==> src/rtl/mp_add_sequencer.sv <==
// Multi-precision add/subtract sequencer: one 16-bit limb per clock, LSW first, carry chained in a register.
// Latency: accept on edge T, out_valid high after edge T+WORDS; accept-to-accept spacing >= WORDS+2 cycles.
// Backpressure: result/flags held in DONE until out_ready; in_ready low outside IDLE, inputs ignored there.
module mp_add_sequencer #(
  parameter int WORDS = 4
) (
  input  logic                clk,
  input  logic                reset,
  input  logic                in_valid,
  output logic                in_ready,
  input  logic                sub,
  input  logic [16*WORDS-1:0] a,
  input  logic [16*WORDS-1:0] b,
  output logic                out_valid,
  input  logic                out_ready,
  output logic [16*WORDS-1:0] result,
  output logic                carry,
  output logic                sign,
  output logic                zero,
  output logic                parity,
  output logic                overflow,
  output logic                busy
);
  localparam int N  = 16 * WORDS;
  localparam int KW = (WORDS > 1) ? $clog2(WORDS) : 1;

  typedef enum logic [1:0] {IDLE, RUN, DONE} state_t;

  state_t        state, state_nxt;
  logic [N-1:0]  a_reg, b_reg;      // b_reg already inverted for subtraction
  logic [N-1:0]  res_acc, res_nxt;  // limbs built up during RUN, published at the end
  logic [KW-1:0] k;
  logic          creg, zero_acc, par_acc;
  logic [15:0]   a_word, b_word;
  logic [16:0]   word_sum;
  logic          last;

  assign a_word   = a_reg[k*16 +: 16];
  assign b_word   = b_reg[k*16 +: 16];
  assign word_sum = {1'b0, a_word} + {1'b0, b_word} + {16'b0, creg};
  assign last     = (k == KW'(WORDS - 1));

  // Merge the current limb into the partial result so the final word can publish it directly
  always_comb begin
    res_nxt = res_acc;
    res_nxt[k*16 +: 16] = word_sum[15:0];
  end

  // State register
  always_ff @(posedge clk or posedge reset) begin
    if (reset) state <= IDLE;
    else       state <= state_nxt;
  end

  // Next-state and handshake outputs
  always_comb begin
    state_nxt = state;
    in_ready  = 1'b0;
    out_valid = 1'b0;
    busy      = 1'b0;
    case (state)
      IDLE: begin
        in_ready = 1'b1;
        if (in_valid) state_nxt = RUN;
      end
      RUN: begin
        busy = 1'b1;
        if (last) state_nxt = DONE;
      end
      DONE: begin
        out_valid = 1'b1;
        if (out_ready) state_nxt = IDLE;
      end
      default: state_nxt = IDLE;
    endcase
  end

  // Operand capture, per-limb add with carry chain, and final flag registration
  always_ff @(posedge clk or posedge reset) begin
    if (reset) begin
      a_reg    <= '0;
      b_reg    <= '0;
      res_acc  <= '0;
      k        <= '0;
      creg     <= 1'b0;
      zero_acc <= 1'b0;
      par_acc  <= 1'b0;
      result   <= '0;
      carry    <= 1'b0;
      sign     <= 1'b0;
      zero     <= 1'b0;
      parity   <= 1'b0;
      overflow <= 1'b0;
    end else begin
      case (state)
        IDLE: begin
          if (in_valid) begin
            a_reg    <= a;
            b_reg    <= b ^ {N{sub}};
            creg     <= sub;
            k        <= '0;
            zero_acc <= 1'b1;
            par_acc  <= 1'b0;
          end
        end
        RUN: begin
          res_acc  <= res_nxt;
          creg     <= word_sum[16];
          zero_acc <= zero_acc & (word_sum[15:0] == 16'h0);
          par_acc  <= par_acc ^ (^word_sum[15:0]);
          if (last) begin
            k        <= '0;
            result   <= res_nxt;
            carry    <= word_sum[16];
            sign     <= word_sum[15];
            zero     <= zero_acc & (word_sum[15:0] == 16'h0);
            parity   <= ~(par_acc ^ (^word_sum[15:0]));
            overflow <= (a_word[15] == b_word[15]) & (word_sum[15] != a_word[15]);
          end else begin
            k <= k + 1'b1;
          end
        end
        default: ;
      endcase
    end
  end
endmodule

==> config.mk <==
export PLATFORM = sky130hd
export DESIGN_NAME = mp_add_sequencer
export DESIGN_NICKNAME = d
export VERILOG_FILES = /design/src/rtl/mp_add_sequencer.sv
export SDC_FILE = /design/constraint.sdc
export NUM_CORES = 1
export LEC_CHECK = 0
export BUFFER_PORTS_ARGS = -buffer_cell sky130_fd_sc_hd__buf_2
export CAP_MARGIN = 20
export CORE_MARGIN = 2
export CORE_UTILIZATION = 53
export CTS_BUF_LIST = sky130_fd_sc_hd__clkbuf_8
export DETAILED_ROUTE_END_ITERATION = 6
export HOLD_SLACK_MARGIN = 0.1
export PLACE_DENSITY = 0.82
export SLEW_MARGIN = 20
export SYNTH_ARGS = -nofsm -noshare
export SYNTH_HDL_FRONTEND = slang
export SYNTH_SLANG_ARGS = --single-unit
==> constraint.sdc <==
create_clock -name clk -period 8.6 [get_ports clk]
set_input_delay 0.86 -clock clk [delete_from_list [all_inputs] [get_ports clk]]
set_output_delay 0.86 -clock clk [all_outputs]
set_load 0.02 [all_outputs]
==> reports/results.tsv <==
metric	value	unit
outcome	finished, final reports clean	
R2R cell count	15	
CP startpoint	k[0]$_DFFE_PP0P_	
Synth warnings	0	
worst path buffer plus inverter count	2	
Final Slew Violations	0	
register area share after synthesis	0.532	
CTS Sinks	268	
post-CTS setup repair buffer count	0	
DRT antenna net count	0	
post-synth cell types	50	
vias in the first global route	9498	
# fillers	1921	
setup TNS	0	ns
Setup violations, final	0	
H-tree depth	2	
share of cells above drive strength 1	0.225	
Fmax	193	MHz
CTS Buf Count	43	
P&R area growth vs syn	16.5	%
Post-Synthesis Net Count	1410	
#FFs+latches synth	268	
Post-CTS Resized	0	
via-per-instance ratio	5.57	
WP data required	9.02	ns
Reg2Reg Setup Slack	3.42	ns
Post-Syn Instances	1247	
Core Box Area	23400	um2
crit-path max FO	40	
later-pin clock latency in the skew report	0.54	ns
multi-input logic area	5510	um2
Crit-path slowest cell	xor2_1	
DR pass1 iterations	5	
R2R Path End	parity$_DFFE_PP0P_	
DIE WIDTH	158	um
die footprint	25000	um2
routed len/inst	17.8	um
clock slew at reported path FFs	0.06	ns
global-route usage over all layers	0.260	
max-cap violations	0	
crit-path leading delay family	XOR/XNOR gates	
Hold Crit Class	reg2reg	
pin count of the biggest net entering global routing	137	
initial antenna violation count	0	
I/O pin total	205	
crit path capture	parity$_DFFE_PP0P_	
Nets	1592	
EDFF count, synth	0	
total number of vias	9851	
Detail Placement HPWL	21900	um
drt total wl	31400	um
remaining global-route overflow	0	
RePlAce Congestion	0.948	
initial core utilization	0.538	
CTS hold repair buffers	0	
ANT cells	0	
RSZ-0062 raised after global routing	no	
Max clock buf depth	3	
Buffers on Ports	204	
CTS root buffer	clkbuf_8	
fin crit share	0.602	
final hold violation count	0	
Setup crit end kind	flip-flop	
TritonCTS clock tree	yes	
cells along the critical path	buf_4, mux4_2, fa_1, a211oi_1, o211ai_1, a21oi_1, o21ai_0, xor2_1, inv_1, ha_1, xor2_1, xnor2_1, xnor2_1, xnor3_1, mux2_2	
DR iter-0 viols	791	
hold path start	a_reg[32]$_DFFE_PP0P_	
CP peak stage delay	0.62	ns
Worst Tran Pin Value	1.02	ns
DIE HEIGHT	158	um
Clock Skew	0.0190	ns
Seq. cell area	6710	um2
crit start category	flip-flop	
Critical Path Stages	15	
WS Path Type	reg2reg	
slew margin rel.	0.317	
top_reg_cell synth	dfrtp_1	
CP arrival	5.60	ns
Synth Area per Inst	10.1	um2
Crit Reg-Reg Startpoint	k[0]$_DFFE_PP0P_	
Core Rows	56	
first-pass GRT wire length	50200	um
synthesized area	12600	um2
DRC Markers	0	
Synth async-reset ratio	1.00	
Period minus WS final	5.18	ns
worst register-to-register path: cells and delay by family, from the launching register on:
| family | cells | cell delay [ns] |
|---|---|---|
| compound gates | 4 | 0.94 |
| xor+xnor | 5 | 1.40 |
| fa+ha+maj | 2 | 0.79 |
| buf+inv | 2 | 0.69 |
| flops | 1 | 0.34 |
| mux | 2 | 0.89 |
cells in the final DEF, fill, tap and decap left out, drive strengths merged, types with 15 or more instances in the layout:
cell and instances:
xnor2 79, a22oi 60, a22o 41, o21ai 161, mux4 32, nor2 15, dfrtp 268, buf 221
ha 28, nand2 364, inv 37, a21oi 20, clkbuf 51
final cells by class:
class,instances,area share
multi-input combinational,868,0.375
sequential,268,0.457
timing repair buffer,221,0.0789
inverter,27,0.00742
clock buffer,51,0.0478
clock inverter,16,0.00622
tap,319,0.0272
synth_stat cells, types with 4 or more instances:
cell type | number | area, um2
nand2_1 | 364 | 1370
dfrtp_1 | 268 | 6710
o21ai_0 | 160 | 801
xnor2_1 | 78 | 683
clkbuf_1 | 70 | 263
a22oi_1 | 60 | 450
a22o_1 | 37 | 324
mux4_2 | 32 | 721
ha_1 | 28 | 350
inv_1 | 24 | 90.1
a21oi_1 | 20 | 100
nor2_1 | 15 | 56.3
buf_1 | 9 | 33.8
a21o_1 | 6 | 45.0
nand3_1 | 6 | 30.0
xor2_1 | 6 | 52.6
nand4_1 | 5 | 31.3
o31ai_1 | 5 | 37.5
a22o_2 | 4 | 40.0
and3_1 | 4 | 25.0
buf_2 | 4 | 20.0
nor4_1 | 4 | 25.0
routing by layer:
layer,vias up,GRT usage,share of wire
met2,436,0.401,0.45
li1,4644,-,-
met3,72,0.0512,0.074
met5,-,0,0
met1,4699,0.368,0.43
met4,0,0.0965,0.037
kinds of logic after synthesis:
kind of cell	Yosys count	synth area share
buf+inv	111	0.0336
flops	268	0.532
fa+ha+maj	30	0.0310
simple gates	410	0.130
mux	35	0.0598
xor+xnor	86	0.0615
compound gates	307	0.152
worst min-delay path by stage:
stage	slack [ns]	to	cells past startpoint
5_1_grt	0.49	a_reg[32]$_DFFE_PP0P_	2
3_3_place_gp	0.46	result[40]$_DFFE_PP0P_	2
4_1_cts	0.47	a_reg[32]$_DFFE_PP0P_	2
2_1_floorplan	0.44	a_reg[32]$_DFFE_PP0P_	2
3_5_place_dp	0.46	a_reg[32]$_DFFE_PP0P_	2
6_report	0.47	a_reg[32]$_DFFE_PP0P_	2
through the flow:
| stage | cells | hold slack (ns) | util | setup slack [ns] | area, um2 |
|---|---|---|---|---|---|
| 6_report | 1770 | 0.466 | 0.627 | 3.42 | 14700 |
| 5_1_grt | 1770 | 0.487 | 0.627 | 3.06 | 14700 |
| 4_1_cts | 1770 | 0.471 | 0.627 | 3.39 | 14700 |
| 3_5_place_dp | 1703 | 0.457 | 0.593 | 3.43 | 13900 |
| 3_3_place_gp | 1703 | 0.455 | 0.593 | 3.60 | 13900 |
| 2_1_floorplan | 1247 | 0.440 | - | 0.358 | 12600 |
Power is left out: the tool's default activity adds up to more than one toggle a clock period on the data nets, which glitch-free logic cannot reach.
